**src/rtl/muladd_rslt_q.sv**
```systemverilog
// Result queue and issue-credit gate behind the fixed-latency multiply-add pipe.
// Credits guarantee every in-flight result has a free FIFO slot on arrival.
module muladd_rslt_q #(
  parameter int DEPTH  = 32,
  parameter int LAT    = 20,
  parameter int HTID_W = 7
) (
  input  logic              ck,
  input  logic              rst_n,
  input  logic              i_issue,
  output logic              o_issue_rdy,
  input  logic              i_vld,
  input  logic [HTID_W-1:0] i_htId,
  input  logic [63:0]       i_res,
  output logic              o_vld,
  output logic [HTID_W-1:0] o_htId,
  output logic [63:0]       o_res,
  input  logic              i_rdy,
  output logic              o_ovfl
);
  localparam int AW = $clog2(DEPTH);
  localparam int CW = $clog2(DEPTH + 1);
  localparam int FW = $clog2(LAT + 2);
  localparam logic [CW-1:0] FULL_C = CW'(DEPTH);
  localparam logic [FW-1:0] LAT_C  = FW'(LAT);

  typedef struct packed {
    logic [HTID_W-1:0] ht;
    logic [63:0]       res;
  } ent_t;

  ent_t          mem_q [DEPTH];
  logic [AW-1:0] wr_q, wr_d, rd_q, rd_d;
  logic [CW-1:0] cnt_q, cnt_d, cred_q, cred_d;
  logic [FW-1:0] flush_q, flush_d;
  logic          ovfl_q, ovfl_d;
  logic          flush_done, push, pop, full, wr_en, issue_acc;

  // The pipe has no reset, so anything arriving during the flush window is stale.
  assign flush_done = (flush_q == '0);
  assign full       = (cnt_q == FULL_C);
  assign push       = i_vld & flush_done;
  assign pop        = o_vld & i_rdy;
  assign wr_en      = push & (~full | pop);
  assign issue_acc  = i_issue & o_issue_rdy;

  assign o_issue_rdy = (cred_q != '0) & flush_done;
  assign o_vld       = (cnt_q != '0);
  assign o_htId      = mem_q[rd_q].ht;
  assign o_res       = mem_q[rd_q].res;
  assign o_ovfl      = ovfl_q;

  always_comb begin
    wr_d    = wr_en ? wr_q + AW'(1) : wr_q;
    rd_d    = pop   ? rd_q + AW'(1) : rd_q;
    flush_d = flush_done ? flush_q : flush_q - FW'(1);
    ovfl_d  = ovfl_q | (push & full & ~pop);

    cnt_d = cnt_q;
    unique case ({wr_en, pop})
      2'b10:   cnt_d = cnt_q + CW'(1);
      2'b01:   cnt_d = cnt_q - CW'(1);
      default: cnt_d = cnt_q;
    endcase

    // Saturate at DEPTH so pops of injected (uncredited) entries cannot wrap.
    cred_d = cred_q;
    if (issue_acc && !pop)
      cred_d = cred_q - CW'(1);
    else if (pop && !issue_acc && cred_q != FULL_C)
      cred_d = cred_q + CW'(1);
  end

  always_ff @(posedge ck or negedge rst_n) begin
    if (!rst_n) begin
      wr_q    <= '0;
      rd_q    <= '0;
      cnt_q   <= '0;
      cred_q  <= FULL_C;
      flush_q <= LAT_C;
      ovfl_q  <= 1'b0;
    end else begin
      wr_q    <= wr_d;
      rd_q    <= rd_d;
      cnt_q   <= cnt_d;
      cred_q  <= cred_d;
      flush_q <= flush_d;
      ovfl_q  <= ovfl_d;
    end
  end

  always_ff @(posedge ck) begin
    if (wr_en) mem_q[wr_q] <= '{ht: i_htId, res: i_res};
  end

endmodule

```
**config.mk**
```make
export PLATFORM = sky130hd
export DESIGN_NAME = muladd_rslt_q
export DESIGN_NICKNAME = d
export VERILOG_FILES = /design/src/rtl/muladd_rslt_q.sv
export SDC_FILE = /design/constraint.sdc
export NUM_CORES = 2
export LEC_CHECK = 0
export BUFFER_PORTS_ARGS = -buffer_cell sky130_fd_sc_hd__buf_2
export CELL_PAD_IN_SITES_DETAIL_PLACEMENT = 0
export CELL_PAD_IN_SITES_GLOBAL_PLACEMENT = 2
export CORE_MARGIN = 10
export CORE_UTILIZATION = 50
export DETAILED_ROUTE_END_ITERATION = 8
export PLACE_DENSITY_LB_ADDON = 0.15
export SLEW_MARGIN = 20
export SYNTH_ARGS = -nofsm -noshare
export SYNTH_HDL_FRONTEND = slang
export SYNTH_SLANG_ARGS = --single-unit
```
**constraint.sdc**
```tcl
create_clock -name ck -period 14.3 [get_ports ck]
set_input_delay 2.86 -clock ck [delete_from_list [all_inputs] [get_ports ck]]
set_output_delay 2.86 -clock ck [all_outputs]
set_load 0.02 [all_outputs]
```
==> metrics <==
area share of the leading cell type in the synthesized netlist between 70 and 80%; CP Cell Sequence buf_4, buf_12, buf_4, mux4_2, mux4_2, a21o_1, buf_2; Overall Global Routing Usage 22.6%; max_cap viols 0; type of destination of the critical path output port; setup violators final 0; kind of start point of the critical path flip-flop; routed length per placed instance 33.4 µm; fin cells 6543; worst hold path endpoint o_ovfl; Routed Wire Length 219000 µm; synthesized netlist net count 3829; Reg-to-Reg End mem_q[12][33]; worst IR drop on VDD 173 µV; power per cell area 199 nW/µm²; total count of max-transition violations in the final report 0; number of enable-type register cells in the synthesized netlist between 2000 and 2500; Syn. warnings 0; most instantiated flip-flop cell in the synthesis netlist sky130_fd_sc_hd__edfxtp_1; critical path's slowest cell sky130_fd_sc_hd__buf_4; antenna violations before repair 24; highest attainable clock frequency around 0.12 GHz; count of state elements after synthesis 2300; Worst Reg-to-Reg Cells 9; reg2reg setup slack 9.29 ns; die span in y 440 µm; count of final hold-check violations 0; hold path startpoint o_ovfl; netlist area before placement 88000 µm²; Req. time, crit path 11.44 ns; signal arrival time at the worst endpoint 5.14 ns; number of routed nets with antenna violations 0; layout cell share with drive strength beyond 1 between 20 and 30%; post-cts hold buffer count 0; number of cells upsized or downsized after cts 0; DR DRC count 0; Overall Power 19.7 mW; row count approximately 150; HPWL after detailed placement about 110000 µm; static leakage 31.9 nW; Root Buffer Master sky130_fd_sc_hd__clkbuf_16; count of cell types in the netlist 53; worst r2r src flush_q[0]; via count of the first global-routing pass 41300; Seq. cell area 68900 µm²; # IOs 150; Die W 440 µm; global placement routability congestion 0.720; share of synthesized flip-flops with an asynchronous set or reset 1.22%; clock tree from TritonCTS yes; most common library cell in the layout ignoring fill and taps sky130_fd_sc_hd__edfxtp_1; mean instance size in the synthesized netlist around 24 µm²; initial core utilization about half; fillcell total 12600; part of the Yosys area used for sequential elements 78.3%; routed via count divided by cell count 6.21; largest net degree at the start of global routing about 160; Slew Limit Headroom 22.6%; Port-buffer cells 149; Cells after Synth approximately 3700; total area of multi-input combinational cells 18400 µm²; clock latency on the worst-skew pair 0.86 ns; summed negative setup slack over all endpoints 0 ns; dominant cells by area after synthesis sky130_fd_sc_hd__edfxtp_1 78%, sky130_fd_sc_hd__mux4_2 15%, sky130_fd_sc_hd__mux2i_1 2.8%, sky130_fd_sc_hd__dfrtp_1 0.71%, sky130_fd_sc_hd__a21o_1 0.45%; DRC marker count from the first detailed-route iteration 4625; CTS sink cnt 2300; setup repair after global routing missed its margin no; number of cells on the worst hold path 1; via count 40600; Die Outline Area 193000 µm²; number of nets in the final layout just over 4000; total CTS buffers 225; Synth area leader sky130_fd_sc_hd__edfxtp_1; Max H-tree Level 4; fraction of the cycle the final worst path needs 56.0%; critical path's largest stage delay 0.81 ns; gr ovfl total 0; clock edge transition at the registers on the reported setup and hold paths 0.06 ns; number of iterations in the first detailed-routing pass 5; Layout Area Growth over Synthesis 12.6%; worst hold path type reg -> reg; highest fanout seen on the critical path 131; time the worst path needs with I/O delays and setup 8.00 ns; core occupancy in the finished layout 56.8%; Fin Clk Skew around 0.027 ns; global-route wire length before repair 310000 µm; deepest clock path buffer count 3; run status finished clean; slew at the pin closest to its max-slew limit between 1 and 1.5 ns; highest-count cells in the layout ignoring fill and taps 2272 x sky130_fd_sc_hd__edfxtp_1, 572 x sky130_fd_sc_hd__mux4_2, 250 x sky130_fd_sc_hd__mux2i_1; placeable core area ~170000 µm²; Worst Path Class, Setup reg -> out; number of setup buffers added after CTS 0; placed insts 6112
-- cell type report --
type	instances	share of cell area, %
Sequential cell	2300	69.6
Multi-Input combinational cell	1225	18.5
Clock buffer	284	5.93
Tap cell	2325	2.94
Timing Repair Buffer	249	1.63
Clock inverter	138	1.34
Inverter	14	0.0530
Antenna cell	8	0.0202
-- worst max-delay path by stage --
stage                       start      endpoint  slack (ns)  cells past startpoint
after detailed placement  rd_q[1]     o_res[54]        7.07                      7
final                     rd_q[1]     o_res[20]        6.30                      7
after global placement    rd_q[1]     o_res[54]        7.08                      7
after CTS                 rd_q[1]     o_res[54]        6.14                      7
after floorplan             i_vld  mem_q[14][0]        7.23                      4
after global routing      rd_q[0]     o_res[23]        5.99                      6
-- flip-flops by register name, indices dropped and copies added, names as in the netlist --
register and cells:
cnt_q 6, cred_q 6, flush_q 5, mem_q 2272
o_ovfl 1, rd_q 5, wr_q 5
-- per-stage QoR --
step	hold slack [ns]	setup slack, ns	cell area, µm²
after detailed placement	0.469	7.07	91900
after floorplan	0.468	7.23	88000
after global placement	0.488	7.08	91900
after global routing	0.522	5.99	99100
after CTS	0.487	6.14	99100
final	0.481	6.30	99100
-- layer usage --
layer | up-vias | track usage [%] | share of wire (%)
li1 | 16600 | - | -
met1 | 22300 | 32.6 | 43
met2 | 1403 | 35.8 | 48
met3 | 302 | 4.00 | 6.4
met4 | 16 | 6.31 | 2.4
met5 | - | 0 | 0.043
-- synth_stat cells, types with 4 or more instances --
cell type and n:
sky130_fd_sc_hd__a31oi_1 15, sky130_fd_sc_hd__a22oi_1 30, sky130_fd_sc_hd__edfxtp_1 2272, sky130_fd_sc_hd__o22ai_1 48, sky130_fd_sc_hd__and3_1 16, sky130_fd_sc_hd__nand2_1 48, sky130_fd_sc_hd__inv_1 14, sky130_fd_sc_hd__buf_1 24
sky130_fd_sc_hd__o21ai_0 5, sky130_fd_sc_hd__clkbuf_1 94, sky130_fd_sc_hd__buf_6 4, sky130_fd_sc_hd__dfrtp_1 25, sky130_fd_sc_hd__mux2i_1 250, sky130_fd_sc_hd__mux4_2 572, sky130_fd_sc_hd__ha_1 15, sky130_fd_sc_hd__o221ai_1 15
sky130_fd_sc_hd__buf_2 42, sky130_fd_sc_hd__a21o_1 53, sky130_fd_sc_hd__nor2_1 43, sky130_fd_sc_hd__buf_4 32, sky130_fd_sc_hd__nand4_1 4, sky130_fd_sc_hd__a21oi_1 39, sky130_fd_sc_hd__xnor2_1 17, sky130_fd_sc_hd__mux2_2 16
-- kinds of logic after synthesis --
logic type / Yosys count / share of synthesized area [%]
flops: 2300 / 78.3
mux: 838 / 17.7
compound gates: 217 / 1.70
buf+inv: 211 / 1.13
simple gates: 134 / 0.719
xor+xnor: 19 / 0.189
fa+ha+maj: 17 / 0.259
-- power breakdown --
part	internal, mW	switching, mW
sequential	7.88	0.233
combinational	2.49	3.29
clock	3.29	2.51
-- worst max-delay path, delay by kind of cell, from the launching register on --
kind | cells | cell delay [ns]
flops | 1 | 0.72
compound gates | 1 | 0.28
buf+inv | 4 | 2.25
mux | 2 | 0.90
(Power assumes the default switching activity.)
